[src/rtl/efi_arbiter_if.sv]
// EFI arbiter bus bundle: per-requester argument/result streams (flattened,
// requester i at slice i) plus the single shared EFI unit stream pair.
// slave  = arbiter view, master = environment (requesters + EFI unit) view.
interface efi_arbiter_if #(
  parameter int N_REQUESTERS = 4,
  parameter int DATA_WIDTH   = 32,
  parameter int DEST_WIDTH   = 8,
  parameter int USER_WIDTH   = 1
);
  logic [N_REQUESTERS*DATA_WIDTH-1:0] req_args_data;
  logic [N_REQUESTERS*DEST_WIDTH-1:0] req_args_dest;
  logic [N_REQUESTERS*USER_WIDTH-1:0] req_args_user;
  logic [N_REQUESTERS-1:0]            req_args_last;
  logic [N_REQUESTERS-1:0]            req_args_valid;
  logic [N_REQUESTERS-1:0]            req_args_ready;

  logic [DATA_WIDTH-1:0]              req_res_data;
  logic [DEST_WIDTH-1:0]              req_res_dest;
  logic [USER_WIDTH-1:0]              req_res_user;
  logic                               req_res_last;
  logic [N_REQUESTERS-1:0]            req_res_valid;
  logic [N_REQUESTERS-1:0]            req_res_ready;

  logic [DATA_WIDTH-1:0]              efi_args_data;
  logic [DEST_WIDTH-1:0]              efi_args_dest;
  logic [USER_WIDTH-1:0]              efi_args_user;
  logic                               efi_args_last;
  logic                               efi_args_valid;
  logic                               efi_args_ready;

  logic [DATA_WIDTH-1:0]              efi_res_data;
  logic [DEST_WIDTH-1:0]              efi_res_dest;
  logic [USER_WIDTH-1:0]              efi_res_user;
  logic                               efi_res_last;
  logic                               efi_res_valid;
  logic                               efi_res_ready;

  modport slave (
    input  req_args_data, req_args_dest, req_args_user, req_args_last, req_args_valid,
    output req_args_ready,
    output req_res_data, req_res_dest, req_res_user, req_res_last, req_res_valid,
    input  req_res_ready,
    output efi_args_data, efi_args_dest, efi_args_user, efi_args_last, efi_args_valid,
    input  efi_args_ready,
    input  efi_res_data, efi_res_dest, efi_res_user, efi_res_last, efi_res_valid,
    output efi_res_ready
  );

  modport master (
    output req_args_data, req_args_dest, req_args_user, req_args_last, req_args_valid,
    input  req_args_ready,
    input  req_res_data, req_res_dest, req_res_user, req_res_last, req_res_valid,
    output req_res_ready,
    input  efi_args_data, efi_args_dest, efi_args_user, efi_args_last, efi_args_valid,
    output efi_args_ready,
    output efi_res_data, efi_res_dest, efi_res_user, efi_res_last, efi_res_valid,
    input  efi_res_ready
  );
endinterface

[src/rtl/efi_arbiter.sv]
// EFI arbiter: shares one EFI unit between N_REQUESTERS fCore requesters.
// Round-robin grant in IDLE, argument burst forwarded in ARGS, result burst
// returned to the owner in RESULTS. Define EFI_ARBITER_TIMEOUT_EN to build in
// the result watchdog (synthetic error beat after TIMEOUT_CYCLES of silence).
module efi_arbiter #(
  parameter int N_REQUESTERS   = 4,
  parameter int DATA_WIDTH     = 32,
  parameter int DEST_WIDTH     = 8,
  parameter int USER_WIDTH     = 1,
  parameter int TIMEOUT_CYCLES = 1024
) (
  input  logic                    clock,
  input  logic                    reset,
  efi_arbiter_if.slave            bus,
  output logic [N_REQUESTERS-1:0] grant,
  output logic                    busy,
  output logic                    timeout_error
);

  localparam int IDX_W = (N_REQUESTERS > 1) ? $clog2(N_REQUESTERS) : 1;
  localparam logic [IDX_W:0] N_W = (IDX_W+1)'(N_REQUESTERS);

  typedef enum logic [1:0] {
    IDLE    = 2'd0,
    ARGS    = 2'd1,
    RESULTS = 2'd2
  } state_t;

  state_t                  state_q, state_d;
  logic [N_REQUESTERS-1:0] grant_q, grant_d;
  logic [IDX_W-1:0]        gidx_q, gidx_d;
  logic [IDX_W-1:0]        ptr_q, ptr_d;

  logic                    scan_hit;
  logic [IDX_W-1:0]        scan_idx;
  logic [IDX_W:0]          cand;
  logic [IDX_W:0]          ptr_inc;
  logic [IDX_W-1:0]        ptr_next;

  logic [DATA_WIDTH-1:0]   sel_data;
  logic [DEST_WIDTH-1:0]   sel_dest;
  logic [USER_WIDTH-1:0]   sel_user;
  logic                    sel_last;
  logic                    sel_valid;
  logic                    sel_res_ready;

  logic                    res_hs;
  logic                    synth_done;
`ifdef EFI_ARBITER_TIMEOUT_EN
  localparam int WD_W = $clog2(TIMEOUT_CYCLES + 1);
  logic [WD_W-1:0]         wdog_q;
  logic                    synth_q;
  logic                    timeout_q;
`else
  logic                    unused_timeout_cfg;
  assign unused_timeout_cfg = (TIMEOUT_CYCLES != 0);
`endif

  // Wrap-around scan of requests starting at the priority pointer.
  always_comb begin
    scan_hit = 1'b0;
    scan_idx = ptr_q;
    cand     = '0;
    for (int unsigned i = 0; i < N_REQUESTERS; i++) begin
      cand = {1'b0, ptr_q} + (IDX_W+1)'(i);
      if (cand >= N_W) cand = cand - N_W;
      if (!scan_hit && bus.req_args_valid[cand[IDX_W-1:0]]) begin
        scan_hit = 1'b1;
        scan_idx = cand[IDX_W-1:0];
      end
    end
  end

  // Pointer value after the current owner finishes: owner + 1 mod N.
  always_comb begin
    ptr_inc  = {1'b0, gidx_q} + (IDX_W+1)'(1);
    ptr_next = (ptr_inc == N_W) ? '0 : ptr_inc[IDX_W-1:0];
  end

  // Select the granted requester's argument slice and result ready.
  always_comb begin
    sel_data      = '0;
    sel_dest      = '0;
    sel_user      = '0;
    sel_last      = 1'b0;
    sel_valid     = 1'b0;
    sel_res_ready = 1'b0;
    for (int unsigned i = 0; i < N_REQUESTERS; i++) begin
      if (gidx_q == IDX_W'(i)) begin
        sel_data      = bus.req_args_data[i*DATA_WIDTH +: DATA_WIDTH];
        sel_dest      = bus.req_args_dest[i*DEST_WIDTH +: DEST_WIDTH];
        sel_user      = bus.req_args_user[i*USER_WIDTH +: USER_WIDTH];
        sel_last      = bus.req_args_last[i];
        sel_valid     = bus.req_args_valid[i];
        sel_res_ready = bus.req_res_ready[i];
      end
    end
  end

  // Next-state and stream routing for IDLE / ARGS / RESULTS.
  always_comb begin
    state_d            = state_q;
    grant_d            = grant_q;
    gidx_d             = gidx_q;
    ptr_d              = ptr_q;
    res_hs             = 1'b0;
    synth_done         = 1'b0;
    bus.req_args_ready = '0;
    bus.req_res_data   = '0;
    bus.req_res_dest   = '0;
    bus.req_res_user   = '0;
    bus.req_res_last   = 1'b0;
    bus.req_res_valid  = '0;
    bus.efi_args_data  = '0;
    bus.efi_args_dest  = '0;
    bus.efi_args_user  = '0;
    bus.efi_args_last  = 1'b0;
    bus.efi_args_valid = 1'b0;
    bus.efi_res_ready  = 1'b0;
    unique case (state_q)
      IDLE: begin
        if (scan_hit) begin
          state_d           = ARGS;
          gidx_d            = scan_idx;
          grant_d           = '0;
          grant_d[scan_idx] = 1'b1;
        end
      end
      ARGS: begin
        bus.efi_args_data          = sel_data;
        bus.efi_args_dest          = sel_dest;
        bus.efi_args_user          = sel_user;
        bus.efi_args_last          = sel_last;
        bus.efi_args_valid         = sel_valid;
        bus.req_args_ready[gidx_q] = bus.efi_args_ready;
        if (sel_valid && bus.efi_args_ready && sel_last) state_d = RESULTS;
      end
      RESULTS: begin
`ifdef EFI_ARBITER_TIMEOUT_EN
        if (synth_q) begin
          // Synthetic error beat replaces the EFI stream; EFI is not drained.
          bus.req_res_valid[gidx_q] = 1'b1;
          bus.req_res_user          = '1;
          bus.req_res_last          = 1'b1;
          synth_done                = sel_res_ready;
        end else
`endif
        begin
          bus.req_res_data          = bus.efi_res_data;
          bus.req_res_dest          = bus.efi_res_dest;
          bus.req_res_user          = bus.efi_res_user;
          bus.req_res_last          = bus.efi_res_last;
          bus.req_res_valid[gidx_q] = bus.efi_res_valid;
          bus.efi_res_ready         = sel_res_ready;
          res_hs                    = bus.efi_res_valid && sel_res_ready;
        end
        if ((res_hs && bus.efi_res_last) || synth_done) begin
          state_d = IDLE;
          grant_d = '0;
          ptr_d   = ptr_next;
        end
      end
      default: state_d = IDLE;
    endcase
  end

  // Arbitration state, owner and priority pointer registers.
  always_ff @(posedge clock) begin
    if (reset) begin
      state_q <= IDLE;
      grant_q <= '0;
      gidx_q  <= '0;
      ptr_q   <= '0;
    end else begin
      state_q <= state_d;
      grant_q <= grant_d;
      gidx_q  <= gidx_d;
      ptr_q   <= ptr_d;
    end
  end

`ifdef EFI_ARBITER_TIMEOUT_EN
  // Result watchdog: counts silent RESULTS cycles, raises the synthetic beat.
  always_ff @(posedge clock) begin
    if (reset) begin
      wdog_q    <= '0;
      synth_q   <= 1'b0;
      timeout_q <= 1'b0;
    end else begin
      timeout_q <= 1'b0;
      if (state_q != RESULTS) begin
        wdog_q  <= '0;
        synth_q <= 1'b0;
      end else if (synth_q) begin
        if (synth_done) begin
          synth_q   <= 1'b0;
          timeout_q <= 1'b1;
        end
      end else if (res_hs) begin
        wdog_q <= '0;
      end else if (wdog_q == WD_W'(TIMEOUT_CYCLES - 1)) begin
        synth_q <= 1'b1;
      end else begin
        wdog_q <= wdog_q + 1'b1;
      end
    end
  end
  assign timeout_error = timeout_q;
`else
  assign timeout_error = 1'b0;
`endif

  assign grant = grant_q;
  assign busy  = (state_q != IDLE);

endmodule

[src/flat_wrapper.sv]
// flat-port wrapper written by rule: the top's interface ports become plain ports
module efi_arbiter_flat 
#(
  parameter int N_REQUESTERS   = 4,
  parameter int DATA_WIDTH     = 32,
  parameter int DEST_WIDTH     = 8,
  parameter int USER_WIDTH     = 1,
  parameter int TIMEOUT_CYCLES = 1024
)
  (clock, reset, grant, busy, timeout_error, bus_req_args_data, bus_req_args_dest, bus_req_args_user, bus_req_args_last, bus_req_args_valid, bus_req_args_ready, bus_req_res_data, bus_req_res_dest, bus_req_res_user, bus_req_res_last, bus_req_res_valid, bus_req_res_ready, bus_efi_args_data, bus_efi_args_dest, bus_efi_args_user, bus_efi_args_last, bus_efi_args_valid, bus_efi_args_ready, bus_efi_res_data, bus_efi_res_dest, bus_efi_res_user, bus_efi_res_last, bus_efi_res_valid, bus_efi_res_ready);
  efi_arbiter_if #(.N_REQUESTERS(N_REQUESTERS), .DATA_WIDTH(DATA_WIDTH), .DEST_WIDTH(DEST_WIDTH), .USER_WIDTH(USER_WIDTH)) bus_i ();
  input  logic clock;
  input  logic reset;
  output logic [N_REQUESTERS-1:0] grant;
  output logic busy;
  output logic timeout_error;
  input wire logic [$bits(bus_i.req_args_data)-1:0] bus_req_args_data;
  input wire logic [$bits(bus_i.req_args_dest)-1:0] bus_req_args_dest;
  input wire logic [$bits(bus_i.req_args_user)-1:0] bus_req_args_user;
  input wire logic [$bits(bus_i.req_args_last)-1:0] bus_req_args_last;
  input wire logic [$bits(bus_i.req_args_valid)-1:0] bus_req_args_valid;
  output wire logic [$bits(bus_i.req_args_ready)-1:0] bus_req_args_ready;
  output wire logic [$bits(bus_i.req_res_data)-1:0] bus_req_res_data;
  output wire logic [$bits(bus_i.req_res_dest)-1:0] bus_req_res_dest;
  output wire logic [$bits(bus_i.req_res_user)-1:0] bus_req_res_user;
  output wire logic [$bits(bus_i.req_res_last)-1:0] bus_req_res_last;
  output wire logic [$bits(bus_i.req_res_valid)-1:0] bus_req_res_valid;
  input wire logic [$bits(bus_i.req_res_ready)-1:0] bus_req_res_ready;
  output wire logic [$bits(bus_i.efi_args_data)-1:0] bus_efi_args_data;
  output wire logic [$bits(bus_i.efi_args_dest)-1:0] bus_efi_args_dest;
  output wire logic [$bits(bus_i.efi_args_user)-1:0] bus_efi_args_user;
  output wire logic [$bits(bus_i.efi_args_last)-1:0] bus_efi_args_last;
  output wire logic [$bits(bus_i.efi_args_valid)-1:0] bus_efi_args_valid;
  input wire logic [$bits(bus_i.efi_args_ready)-1:0] bus_efi_args_ready;
  input wire logic [$bits(bus_i.efi_res_data)-1:0] bus_efi_res_data;
  input wire logic [$bits(bus_i.efi_res_dest)-1:0] bus_efi_res_dest;
  input wire logic [$bits(bus_i.efi_res_user)-1:0] bus_efi_res_user;
  input wire logic [$bits(bus_i.efi_res_last)-1:0] bus_efi_res_last;
  input wire logic [$bits(bus_i.efi_res_valid)-1:0] bus_efi_res_valid;
  output wire logic [$bits(bus_i.efi_res_ready)-1:0] bus_efi_res_ready;
  assign bus_i.req_args_data = bus_req_args_data;
  assign bus_i.req_args_dest = bus_req_args_dest;
  assign bus_i.req_args_user = bus_req_args_user;
  assign bus_i.req_args_last = bus_req_args_last;
  assign bus_i.req_args_valid = bus_req_args_valid;
  assign bus_req_args_ready = bus_i.req_args_ready;
  assign bus_req_res_data = bus_i.req_res_data;
  assign bus_req_res_dest = bus_i.req_res_dest;
  assign bus_req_res_user = bus_i.req_res_user;
  assign bus_req_res_last = bus_i.req_res_last;
  assign bus_req_res_valid = bus_i.req_res_valid;
  assign bus_i.req_res_ready = bus_req_res_ready;
  assign bus_efi_args_data = bus_i.efi_args_data;
  assign bus_efi_args_dest = bus_i.efi_args_dest;
  assign bus_efi_args_user = bus_i.efi_args_user;
  assign bus_efi_args_last = bus_i.efi_args_last;
  assign bus_efi_args_valid = bus_i.efi_args_valid;
  assign bus_i.efi_args_ready = bus_efi_args_ready;
  assign bus_i.efi_res_data = bus_efi_res_data;
  assign bus_i.efi_res_dest = bus_efi_res_dest;
  assign bus_i.efi_res_user = bus_efi_res_user;
  assign bus_i.efi_res_last = bus_efi_res_last;
  assign bus_i.efi_res_valid = bus_efi_res_valid;
  assign bus_efi_res_ready = bus_i.efi_res_ready;
  efi_arbiter #(.N_REQUESTERS(N_REQUESTERS), .DATA_WIDTH(DATA_WIDTH), .DEST_WIDTH(DEST_WIDTH), .USER_WIDTH(USER_WIDTH), .TIMEOUT_CYCLES(TIMEOUT_CYCLES)) u_core (.clock(clock), .reset(reset), .bus(bus_i), .grant(grant), .busy(busy), .timeout_error(timeout_error));
endmodule
[config.mk]
export PLATFORM = sky130hd
export DESIGN_NAME = efi_arbiter_flat
export DESIGN_NICKNAME = d
export VERILOG_FILES = /design/src/rtl/efi_arbiter_if.sv /design/src/rtl/efi_arbiter.sv /design/src/flat_wrapper.sv
export SDC_FILE = /design/constraint.sdc
export NUM_CORES = 1
export LEC_CHECK = 0
export ABC_AREA = 1
export CORE_AREA = 2 2 126 128
export DETAILED_ROUTE_END_ITERATION = 8
export DIE_AREA = 0 0 128 130
export SYNTH_ARGS = -nofsm -noshare
export SYNTH_HDL_FRONTEND = slang
export SYNTH_SLANG_ARGS = --single-unit
[constraint.sdc]
create_clock -name clock -period 2.8 [get_ports clock]
set_input_delay 0.56 -clock clock [delete_from_list [all_inputs] [get_ports clock]]
set_output_delay 0.56 -clock clock [all_outputs]
set_load 0.01 [all_outputs]
==> impl_metrics.json, run 1 <==
{
  "path_clk_slew_ns": 0.04,
  "slew_violations": 0,
  "synth-main-ff-cell": "dfxtp_1",
  "p_leak_nw": 3.048,
  "period_share": 0.9522,
  "ys_top_cells_by_area": "o21ai_0 (24%), a21oi_1 (18%), nor2_1 (14%)",
  "dp_hpwl_mm": 12.44,
  "vias": 4632,
  "antenna_found_initial": 3,
  "grt_use_total": 0.1724,
  "wire_per_inst_um": 15.48,
  "synth.distinct_cells": 26,
  "row_count": 46,
  "finClkSkew_ns": 0.006686,
  "setup_viol": 0,
  "yosys_warnings": 0,
  "tritoncts": "done",
  "root_buffer": "clkbuf_16",
  "yosysMostFrequentCell": "o21ai_0",
  "gr-total-overflow": 0,
  "fin_area_um2": 6436,
  "h-tree-depth": 1,
  "drt-initial-drc-count": 173,
  "start_util": 0.1729,
  "die_y_um": 130,
  "ant_nets": 0,
  "area_delta_synth_final_pct": 141.4,
  "grt_pass1_vias": 4215,
  "gp_congestion": 0.8165,
  "syn_area_per_cell_um2": 4.901,
  "finalHoldViolations": 0,
  "startpoint_type": "flop",
  "placed_area_um2": 6207,
  "ir_worst_vdd_mv": 0.4787,
  "fin_crit_ns": 2.666,
  "drive_above_1_share": 0.06706,
  "portBuffers": 320,
  "die-area_um2": 16640,
  "path_class": "flop to output pin",
  "syn_nets": 771,
  "async_flop_share": 0,
  "cp.arrival_ns": 2.11,
  "grt_pass1_wl_mm": 23.03,
  "grt_max_degree": 47,
  "wl_mm": 16.13,
  "clkLatencyLatePin_ns": 0.24,
  "final_net_count": 1078,
  "critical_path.max_fanout": 17,
  "numCtsBuffers": 3,
  "fillers": 1617,
  "first_pass_iters": 4,
  "viasPerCell": 4.445,
  "cp_data_required_time_ns": 2.24,
  "yosysSeqAreaShare": 0.07508,
  "netlist.area_leader.share": 0.2365,
  "pin_count": 322,
  "max_freq_ghz": 0.3751,
  "yosys.area.top_type": "o21ai_0",
  "mappedNetlistArea_um2": 2666,
  "status": "finished clean",
  "hold_class": "flop to flop",
  "die-width_um": 128,
  "maxCapViolations": 0,
  "power.density_nw_per_um2": 425.9,
  "synth-edff-count": 0,
  "fp.coreArea_um2": 15420,
  "diodes": 0,
  "final_util": 0.4173,
  "critPathCaptureType": "output pin",
  "clk_path_buf_depth": 2,
  "synth-seq-cells": 10,
  "cts.sinks": 10,
  "netlist_instances": 544,
  "yosys-top-cells-count": "o21ai_0 (126), nor2_1 (99), a21oi_1 (96)",
  "drc_errors": 0
}
report_power, final:
part | switching [mW] | internal, mW
clock | 0.0699 | 0.215
sequential | 0.0215 | 0.164
combinational | 1.13 | 1.14
cells by family (layout without fill, tap and decap cells):
kind of cell	after synthesis	count (layout)	share of synthesized area
other	1	1	0.001406
adders and majority gates	5	5	0.02346
DFF	10	10	0.07508
AOI/OAI and AO/OA	228	228	0.4378
and+or+nand+nor	193	193	0.3036
buffers and inverters	107	413	0.1586
sequential cells by signal, summed over array words and instances (netlist names):
signal	count
u_core.gidx_q	2
u_core.ptr_q	2
u_core.state_q	2
u_core.grant	4
critical path: stages, from the launching register on:
cell and delay, ns:
dfxtp_2 0.35, inv_2 0.11, ha_4 0.17, buf_12 0.16, buf_4 0.16, nand3_1 0.08, nand2_1 0.07, o21ai_0 0.07
a21oi_1 0.13, clkdlybuf4s50_1 0.56
routing by layer:
layer  wire length [um]  vias to the layer above  global-route usage  share of wire
met5                 45                        -                   0         0.0028
met4                 72                        6             0.01034         0.0045
met3               1115                       12             0.03895          0.069
met2               7893                      176              0.3142           0.49
met1               7005                     2032              0.2178           0.43
li1                   -                     2406                   -              -
stage by stage:
| step | cells | setup TNS, ns | power [mW] | hold slack [ns] | worst slack [ns] |
|---|---|---|---|---|---|
| floorplan | 544 | 0 | 1.223 | 0.5088 | 0.4987 |
| global placement | 1031 | 0 | 2.425 | 0.4819 | 0.01289 |
| detailed placement | 1031 | 0 | 2.431 | 0.4791 | 0.01942 |
| CTS | 1036 | 0 | 2.745 | 0.4876 | 0.005626 |
| global route | 1042 | -0.003398 | 2.988 | 0.5110 | -0.003398 |
| finish | 1042 | 0 | 2.741 | 0.4893 | 0.1340 |
path summary, 6_finish.rpt:
kind / from / depth (start not counted) / to / slack, ns
setup / recovery: u_core.gidx_q[0] / 9 / bus_efi_args_dest[3] / 0.13
hold / removal: u_core.grant[3] / 2 / u_core.grant[3] / 0.49
setup reg to reg: u_core.ptr_q[0] / 11 / u_core.grant[2] / 0.74
hold reg to reg: u_core.grant[3] / 2 / u_core.grant[3] / 0.49
cell type report:
class / instances / area, um2 / area share
Multi-Input combinational cell: 427 / 2078 / 0.3229
Timing Repair Buffer: 347 / 3590 / 0.5577
Sequential cell: 10 / 201.4 / 0.03130
Inverter: 62 / 237.7 / 0.03694
Tap cell: 192 / 240.2 / 0.03732
Clock buffer: 4 / 88.84 / 0.01380
cells in the final DEF, fill, tap and decap left out, types with 2 or more instances in the layout:
cell               n
buf_12            10
nand2_2            9
nand3_1           17
clkbuf_16          3
dlygate4sd2_1     21
o21ai_0          122
dfxtp_1            9
a21oi_1           96
ha_1               2
o21ai_1            5
clkdlybuf4s50_1  277
inv_1             54
inv_2              6
nand2_1           59
buf_6              2
dlymetal6s2s_1    21
nor2_1            98
buf_4             14
nand4_1            6
ha_4               2
timing repair:
item / in CTS / in global routing
hold buffers: 0 / 0
gates cloned: 1 / 0
gates resized for setup: 29 / 29
hold endpoints to repair: 0 / 0
setup buffers: 0 / 6
pin swaps: 0 / 1
setup endpoints to repair: 33 / 26
Note: power is estimated with default switching activity, not from simulation.
==> inputs of run 2 (changes only) <==
--- a/constraint.sdc
+++ b/constraint.sdc
@@ -3,2 +3,2 @@
 set_output_delay 0.56 -clock clock [all_outputs]
-set_load 0.01 [all_outputs]
+set_load 0.005 [all_outputs]
==> run 2 against run 1 <==
  * Global-route usage increased by 0.57 points
  * Clock power about the same
  * Wire length increased by 1.9%
  * Sequential power increased by 2%
  * Critical path type unchanged
  * Largest cell class unchanged
  * Highest routed layer unchanged
==> impl_metrics.json, run 2 (same netlist as run 1, synthesis figures left out) <==
{
  "rr_endpoint": "u_core.grant[1]",
  "crit_start": "u_core.gidx_q[0]",
  "layout_commonest_cell": "clkdlybuf4s50_1",
  "gr-total-overflow": 0,
  "power.density_nw_per_um2": 429.4,
  "setup_viol": 0,
  "slew_violations": 0,
  "portBuffers": 320,
  "grt_use_total": 0.1781,
  "drt-initial-drc-count": 150,
  "grtUsageMet1": 0.2249,
  "h-tree-depth": 1,
  "dp_hpwl_mm": 12.37,
  "critical_path.max_fanout": 14,
  "first_pass_iters": 5,
  "r2r-start": "u_core.ptr_q[0]",
  "drive_above_1_share": 0.07042,
  "vias": 4606,
  "cp.arrival_ns": 2.15,
  "drc_errors": 0,
  "area_delta_synth_final_pct": 145.5,
  "largest_reg_flops": 4,
  "final_net_count": 1080,
  "clk_path_buf_depth": 2,
  "critPathCaptureType": "output pin",
  "grt_pass1_vias": 4324,
  "wire_per_inst_um": 15.74,
  "path_class": "flop to output pin",
  "viasPerCell": 4.412,
  "ir_worst_vdd_mv": 0.3029,
  "tritoncts": "done",
  "finalHoldViolations": 0,
  "max_freq_ghz": 0.3692,
  "p_total_mw": 2.810,
  "fp.coreArea_um2": 15420,
  "path_clk_slew_ns": 0.04,
  "row_count": 46,
  "wl_mm": 16.43,
  "start_util": 0.1729,
  "finClkSkew_ns": 0.002962,
  "gp_congestion": 0.8322,
  "grt_use_met2": 0.3224,
  "clkLatencyLatePin_ns": 0.24,
  "startpoint_type": "flop",
  "ant_nets": 0,
  "root_buffer": "clkbuf_16",
  "setup_slack_ns": 0.09175,
  "fin_crit_ns": 2.708,
  "maxCapViolations": 0,
  "die_y_um": 130,
  "antenna_found_initial": 2,
  "grt_max_degree": 45,
  "diodes": 0,
  "period_share": 0.9672,
  "mostFrequentLayoutCells": "clkdlybuf4s50_1 (297), o21ai_0 (109), nor2_1 (98)",
  "cts.sinks": 10,
  "reg2reg_depth": 11,
  "reg2reg_slack_ns": 0.79,
  "cp_data_required_time_ns": 2.24,
  "final_util": 0.4243,
  "p_leak_nw": 3.005,
  "grt_pass1_wl_mm": 23.62,
  "die-area_um2": 16640,
  "grtUsageMet3": 0.04100,
  "status": "finished clean",
  "hold_class": "flop to flop",
  "numCtsBuffers": 3,
  "pin_count": 322,
  "crit_end": "bus_efi_args_data[5]",
  "top_usage_layer": "met2",
  "place_ws_ns": 0.06394,
  "die-width_um": 128
}
-- run 2: per-layer routing --
layer  up-vias  share of wire
met3        14          0.076
met5         -         0.0016
met2       190           0.49
met4         4         0.0049
met1      1988           0.43
li1       2410              -
-- run 2: cell type report --
type                       instances  area (um2)
clock buffer                       4       88.84
fill                            1635        8880
inverter                          62       242.7
multi-input combinational        427        2082
sequential                        10       207.7
tap                              192       240.2
timing repair buffer             349        3684
-- run 2: critical path, cell delays in order, from the launching register on --
cell             delay, ns
dfxtp_4               0.36
inv_2                 0.09
ha_4                  0.20
buf_12                0.16
a21oi_1               0.07
o21ai_0               0.22
o21ai_0               0.14
a21oi_1               0.15
clkdlybuf4s50_1       0.51
-- run 2: power by group --
group          leakage, nW  total, mW  switching [mW]  internal [mW]
clock network       0.0442      0.283          0.0679          0.215
registers           0.0832      0.190          0.0230          0.167
logic                 2.88       2.34            1.08           1.26
total                 3.01       2.81            1.17           1.64
-- run 2: worst min-delay path by stage --
stage / cells after the start / slack (ns) / from / to
after global routing: 2 / 0.51 / u_core.grant[2] / u_core.grant[2]
after global placement: 2 / 0.48 / u_core.grant[2] / u_core.grant[2]
after detailed placement: 2 / 0.48 / u_core.grant[2] / u_core.grant[2]
final: 2 / 0.48 / u_core.grant[2] / u_core.grant[2]
after floorplan: 2 / 0.48 / u_core.grant[2] / u_core.grant[2]
after CTS: 2 / 0.49 / u_core.grant[2] / u_core.grant[2]
-- run 2: timing repair --
action                     in CTS  in global routing
setup buffers                   2                  8
resized for setup              16                 39
pin swaps                       2                  2
hold buffers                    0                  0
setup endpoints to repair      21                 41
cloned                          4                  0
-- run 2: through the flow --
stage	area (um2)	hold WS, ns	setup TNS, ns	cells
after detailed placement	6165	0.4792	0	1027
after floorplan	2666	0.4809	0	544
final	6545	0.4847	0	1044
after CTS	6427	0.4864	0	1037
after global placement	6165	0.4797	0	1027
after global routing	6545	0.5137	-0.01566	1044
==> inputs of run 3 (changes only) <==
clock period = 2.55 ns   (was 2.8 ns; I/O delays follow)
==> run 3 against run 2 <==
  * Sequential share of layout area down 0.13 points
  * Wire length fell by 1.6%
  * Register-to-register slack got worse by 0.14 ns
  * Critical path depth fell by 1
  * Power up 7.4%
  * Highest routed layer unchanged
  * Via count grew 1.2%
  * Die area is the same
  * Worst hold slack better by 0.0035 ns
  * Clock skew shrank 0.0021 ns
  * Worst setup slack improved by 0.0035 ns
  * Clock power shrank 3%
==> impl_metrics.json, run 3 (same netlist as run 1, synthesis figures left out) <==
{
  "status": "finished clean",
  "hold_class": "flop to flop",
  "grtUsageMet3": 0.03731,
  "layout_commonest_cell": "clkdlybuf4s50_1",
  "slew_violations": 0,
  "portBuffers": 320,
  "critPathCaptureType": "output pin",
  "clkLatencyLatePin_ns": 0.24,
  "finClkSkew_ns": 0.0008907,
  "diodes": 0,
  "gr-total-overflow": 0,
  "grtUsageMet1": 0.2191,
  "cp_data_required_time_ns": 2.04,
  "wire_per_inst_um": 15.25,
  "cts.sinks": 10,
  "top_usage_layer": "met2",
  "drive_above_1_share": 0.09217,
  "antenna_found_initial": 3,
  "setup_slack_ns": 0.09522,
  "path_class": "flop to output pin",
  "ir_worst_vdd_mv": 0.3835,
  "grt_pass1_vias": 4241,
  "clk_path_buf_depth": 2,
  "start_util": 0.1729,
  "mostFrequentLayoutCells": "clkdlybuf4s50_1 (273), o21ai_0 (108), nor2_1 (98)",
  "grt_pass1_wl_mm": 23.17,
  "tritoncts": "done",
  "drt-initial-drc-count": 169,
  "startpoint_type": "flop",
  "power.density_nw_per_um2": 455.3,
  "die-width_um": 128,
  "holdBufCountCts": 0,
  "die-area_um2": 16640,
  "reg2reg_slack_ns": 0.65,
  "final_net_count": 1097,
  "cp.arrival_ns": 1.94,
  "r2r-start": "u_core.gidx_q[1]",
  "area_delta_synth_final_pct": 148.5,
  "hp-start": "u_core.grant[1]",
  "grt_max_degree": 49,
  "reg2reg_depth": 11,
  "rr_endpoint": "u_core.ptr_q[1]",
  "viasPerCell": 4.398,
  "maxCapViolations": 0,
  "whs_ns": 0.4882,
  "gp_congestion": 0.8325,
  "vias": 4662,
  "critical_path.max_fanout": 34,
  "max_freq_ghz": 0.4074,
  "grt_use_met2": 0.3174,
  "largest_reg_flops": 4,
  "dp_hpwl_mm": 12.59,
  "first_pass_iters": 4,
  "wl_mm": 16.17,
  "hold_depth": 2,
  "numCtsBuffers": 3,
  "setup_viol": 0,
  "period_share": 0.9627,
  "place_ws_ns": -0.06513,
  "fin_crit_ns": 2.455,
  "p_leak_nw": 3.061,
  "fp.coreArea_um2": 15420,
  "pin_count": 322,
  "ant_nets": 0,
  "die_y_um": 130,
  "drc_errors": 0,
  "grt_use_total": 0.1739,
  "rsz0062_at_grt": "false",
  "row_count": 46,
  "min_to": "u_core.grant[1]",
  "h-tree-depth": 1,
  "final_util": 0.4296,
  "path_clk_slew_ns": 0.04,
  "root_buffer": "clkbuf_16",
  "finalHoldViolations": 0
}
run 3: cell count changes in the layout (fill, tap and decap cells not counted), sizes merged:
cell,delta
dlygate4sd2,+32
clkdlybuf4s50,-24
buf,+18
dlymetal6s2s,-10
bufbuf,-1
clkdlybuf4s15,+1
run 3: metrics by stage:
| stage | area (um2) | instances | power [mW] | TNS (ns) |
|---|---|---|---|---|
| global placement | 6317 | 1044 | 2.644 | -0.2217 |
| CTS | 6524 | 1055 | 2.983 | -0.2589 |
| global route | 6626 | 1060 | 3.300 | 0 |
| finish | 6626 | 1060 | 3.017 | 0 |
| floorplan | 2666 | 544 | 1.245 | 0 |
| detailed placement | 6317 | 1044 | 2.645 | -0.2038 |
run 3: timing repair:
| item | in CTS | in global routing |
|---|---|---|
| gates resized for setup | 68 | 23 |
| cloned | 2 | 1 |
| endpoints found under the setup margin | 44 | 41 |
| buffers inserted | 6 | 4 |
| pin swaps | 3 | 4 |
run 3: layout make-up:
type	instances	area (um2)
timing repair buffer	366	3774
sequential	10	201.4
tap	192	240.2
inverter	62	240.2
clock buffer	3	75.07
fill	1668	8798
multi-input combinational	427	2096
run 3: worst max path at each step:
stage,from,end,slack [ns],depth (start not counted)
4_1_cts,u_core.gidx_q[1],bus_efi_args_data[1],-0.09,10
2_1_floorplan,u_core.gidx_q[1],bus_efi_args_data[0],0.37,10
5_1_grt,u_core.gidx_q[0],bus_efi_args_dest[1],0.005,10
3_5_place_dp,bus_req_args_data[27],bus_efi_args_data[27],-0.07,6
6_report,u_core.gidx_q[0],bus_req_res_valid[3],0.1,7
3_3_place_gp,bus_req_args_valid[1],bus_efi_args_valid,-0.09,6
run 3: critical path: stages (launching register included):
cell and delay (ns):
dfxtp_2 0.36, buf_4 0.13, ha_1 0.21, inv_4 0.08, buf_12 0.13, buf_12 0.15
nor2_1 0.10, clkdlybuf4s50_1 0.53
run 3: power by group:
group	switching, mW	leakage (nW)	internal [mW]
Combinational	1.18	2.94	1.36
Sequential	0.0185	0.0822	0.180
Clock	0.0716	0.0370	0.203
run 3: layer usage:
layer | up-vias | wire, um
met5 | - | 41
met4 | 6 | 64
met3 | 14 | 1166
met2 | 176 | 7951
met1 | 2022 | 6943
li1 | 2444 | -
==> RTL edit: new RTL, flow settings as in run 3 <==
`DEST_WIDTH` is set to 8 in 3 places; all go to 6.
--- a/src/rtl/efi_arbiter_if.sv
+++ b/src/rtl/efi_arbiter_if.sv
@@ -6,3 +6,3 @@
   parameter int DATA_WIDTH   = 32,
-  parameter int DEST_WIDTH   = 8,
+  parameter int DEST_WIDTH   = 6,
   parameter int USER_WIDTH   = 1
--- a/src/rtl/efi_arbiter.sv
+++ b/src/rtl/efi_arbiter.sv
@@ -7,3 +7,3 @@
   parameter int DATA_WIDTH     = 32,
-  parameter int DEST_WIDTH     = 8,
+  parameter int DEST_WIDTH     = 6,
   parameter int USER_WIDTH     = 1,
--- a/src/flat_wrapper.sv
+++ b/src/flat_wrapper.sv
@@ -5,3 +5,3 @@
   parameter int DATA_WIDTH     = 32,
-  parameter int DEST_WIDTH     = 8,
+  parameter int DEST_WIDTH     = 6,
   parameter int USER_WIDTH     = 1,
Interface: changed (resized bus_efi_args_dest, bus_efi_res_dest, bus_req_args_dest and bus_req_res_dest); port bits go from 322 to 308. The function was not compared with the original's and may differ.
==> RTL edit against run 3 <==
  * Largest power group unchanged
  * Total power decreased by 33%
  * Clock skew increased by 0.0047 ns
  * Wire length decreased by 2.7%
  * Design area decreased by 5.9%
  * Combinational power decreased by 39%
  * Worst hold slack got worse by 0.0018 ns
  * Sequential cell count unchanged
  * Register-to-register slack got worse by 0.08 ns
  * Cell count decreased by 4.3%
  * Critical path depth increased by 3
  * Setup slack improved by 0.034 ns
  * Highest routed layer is now met4
  * Area after synthesis decreased by 5.0%
  * Critical path type unchanged
  * Count of clock-buffer cells in the layout unchanged
==> RTL edit: results (changes against run 3) <==
| Metric | Value |
|---|---|
| Vias post-DR | 4466 (-4.2%) |
| GR Layer Usage met2 | 0.3142 (-0.003146) |
| Hpwl dp | 11.74 mm (-6.7%) |
| Largest net degree at the start of global routing | 59 (+20%) |
| Setup bufs post-CTS | 3 (-3) |
| Number of gates resized after CTS | 65 (-4.4%) |
| Worst R2R Start | u_core.gidx_q[0]$_SDFFE_PP0P_ |
| Final std cells w/o fill | 1014 (-4.3%) |
| Yosys cell types | 28 (+7.7%) |
| CP peak stage delay | 0.33 ns (-0.20 ns) |
| Dpl ws | -0.03242 ns (+0.03271 ns) |
| Layout Skew | 0.005640 ns (+0.004749 ns) |
| Post-Synth Adder-Cell Area | 0.02470 (+0.001240) |
| CP max-delay cell | dfxtp_1 |
| Met2 wire length | 7.763 mm (-2.4%) |
| GP Congestion | 0.8628 (+3.6%) |
| Synth area leaders | o21ai_0, a21oi_1, nor2_1, nand2_1, inv_1 |
| Gate Count Post-Synth | 520 (-4.4%) |
| M1 wire length | 6.740 mm (-2.9%) |
| Max Fclk | 413.1 MHz (+1.4%) |
| Lkg Pwr | 2.794 nW (-8.7%) |
| First-pass GRT wire length | 23.08 mm (-0.39%) |
| WL/cell | 15.51 µm (+1.7%) |
| Peak supply drop | 170.0 µV (-56%) |
| R2R depth | 9 (-2) |
| Area after DPL | 5968 µm² (-5.5%) |
| WHS | 0.4863 ns (-0.001843 ns) |
| Global Route Usage Sum | 0.1736 (-0.0002746) |
| Status | complete, no violations |
| Peak fanout along the critical path | 7 (-79%) |
| Top post-synthesis cells by count | o21ai_0, nor2_1, a21oi_1, nand2_1, inv_1 |
| Vias in the first global route | 4329 (+2.1%) |
| Compound-cell area share of the yosys netlist | 0.4377 (about the same) |
| DR top layer | met4 |
| DRT iter0 DRCs | 195 (+15%) |
| Initial antenna violation count | 0 (-3) |
| Grt met1 use | 0.2176 (-0.001534) |
| Sequential cell area fraction in the yosys report | 0.07905 (+0.003969) |
| Met3 routed WL | 926 µm (-21%) |
==> RTL edit: changes by cell type in the layout (fill, tap and decap cells not counted), sizes merged, moves of 2 or more <==
cell	change
buf	-12
clkdlybuf4s50	-9
o21ai	-8
dlymetal6s2s	-5
nand2	-5
nor2	-5
a21oi	-4
clkbuf	+3
dlygate4sd2	-3
nand4	-3
a211oi	+2
==> RTL edit: kinds of logic (layout without fill, tap and decap cells) <==
logic type                 after synthesis  count (layout)
and+or+nand+nor                        183             183
DFF                                     10              10
adders and majority gates                5               5
buffers and inverters                  103             405
other                                    1               1
AOI/OAI and AO/OA                      218             218
==> RTL edit: layout make-up <==
type	instances	area, µm²	share of cell area
Timing Repair Buffer	342	3495	0.5605
Multi-Input combinational cell	407	1983	0.3181
Inverter	60	240.2	0.03853
Tap cell	192	240.2	0.03853
Sequential cell	10	201.4	0.03231
Clock buffer	3	75.07	0.01204
==> RTL edit: where the power goes <==
part | total, W | internal (W) | switching (W)
registers | 0.000181 | 0.000170 | 0.0000112
clock network | 0.000272 | 0.000203 | 0.0000686
logic | 0.00156 | 0.000860 | 0.000695
total | 0.00201 | 0.00123 | 0.000775
==> RTL edit: worst max path at each step <==
| stage | from | to |
|---|---|---|
| after floorplan | u_core.gidx_q[0]$_SDFFE_PP0P_ | bus_efi_args_data[13] |
| after global routing | u_core.gidx_q[1]$_SDFFE_PP0P_ | bus_efi_args_data[19] |
| after CTS | u_core.gidx_q[0]$_SDFFE_PP0P_ | bus_efi_args_data[24] |
| final | u_core.gidx_q[1]$_SDFFE_PP0P_ | bus_efi_args_data[9] |
| after global placement | bus_req_args_data[62] | bus_efi_args_data[30] |
| after detailed placement | bus_req_args_data[62] | bus_efi_args_data[30] |
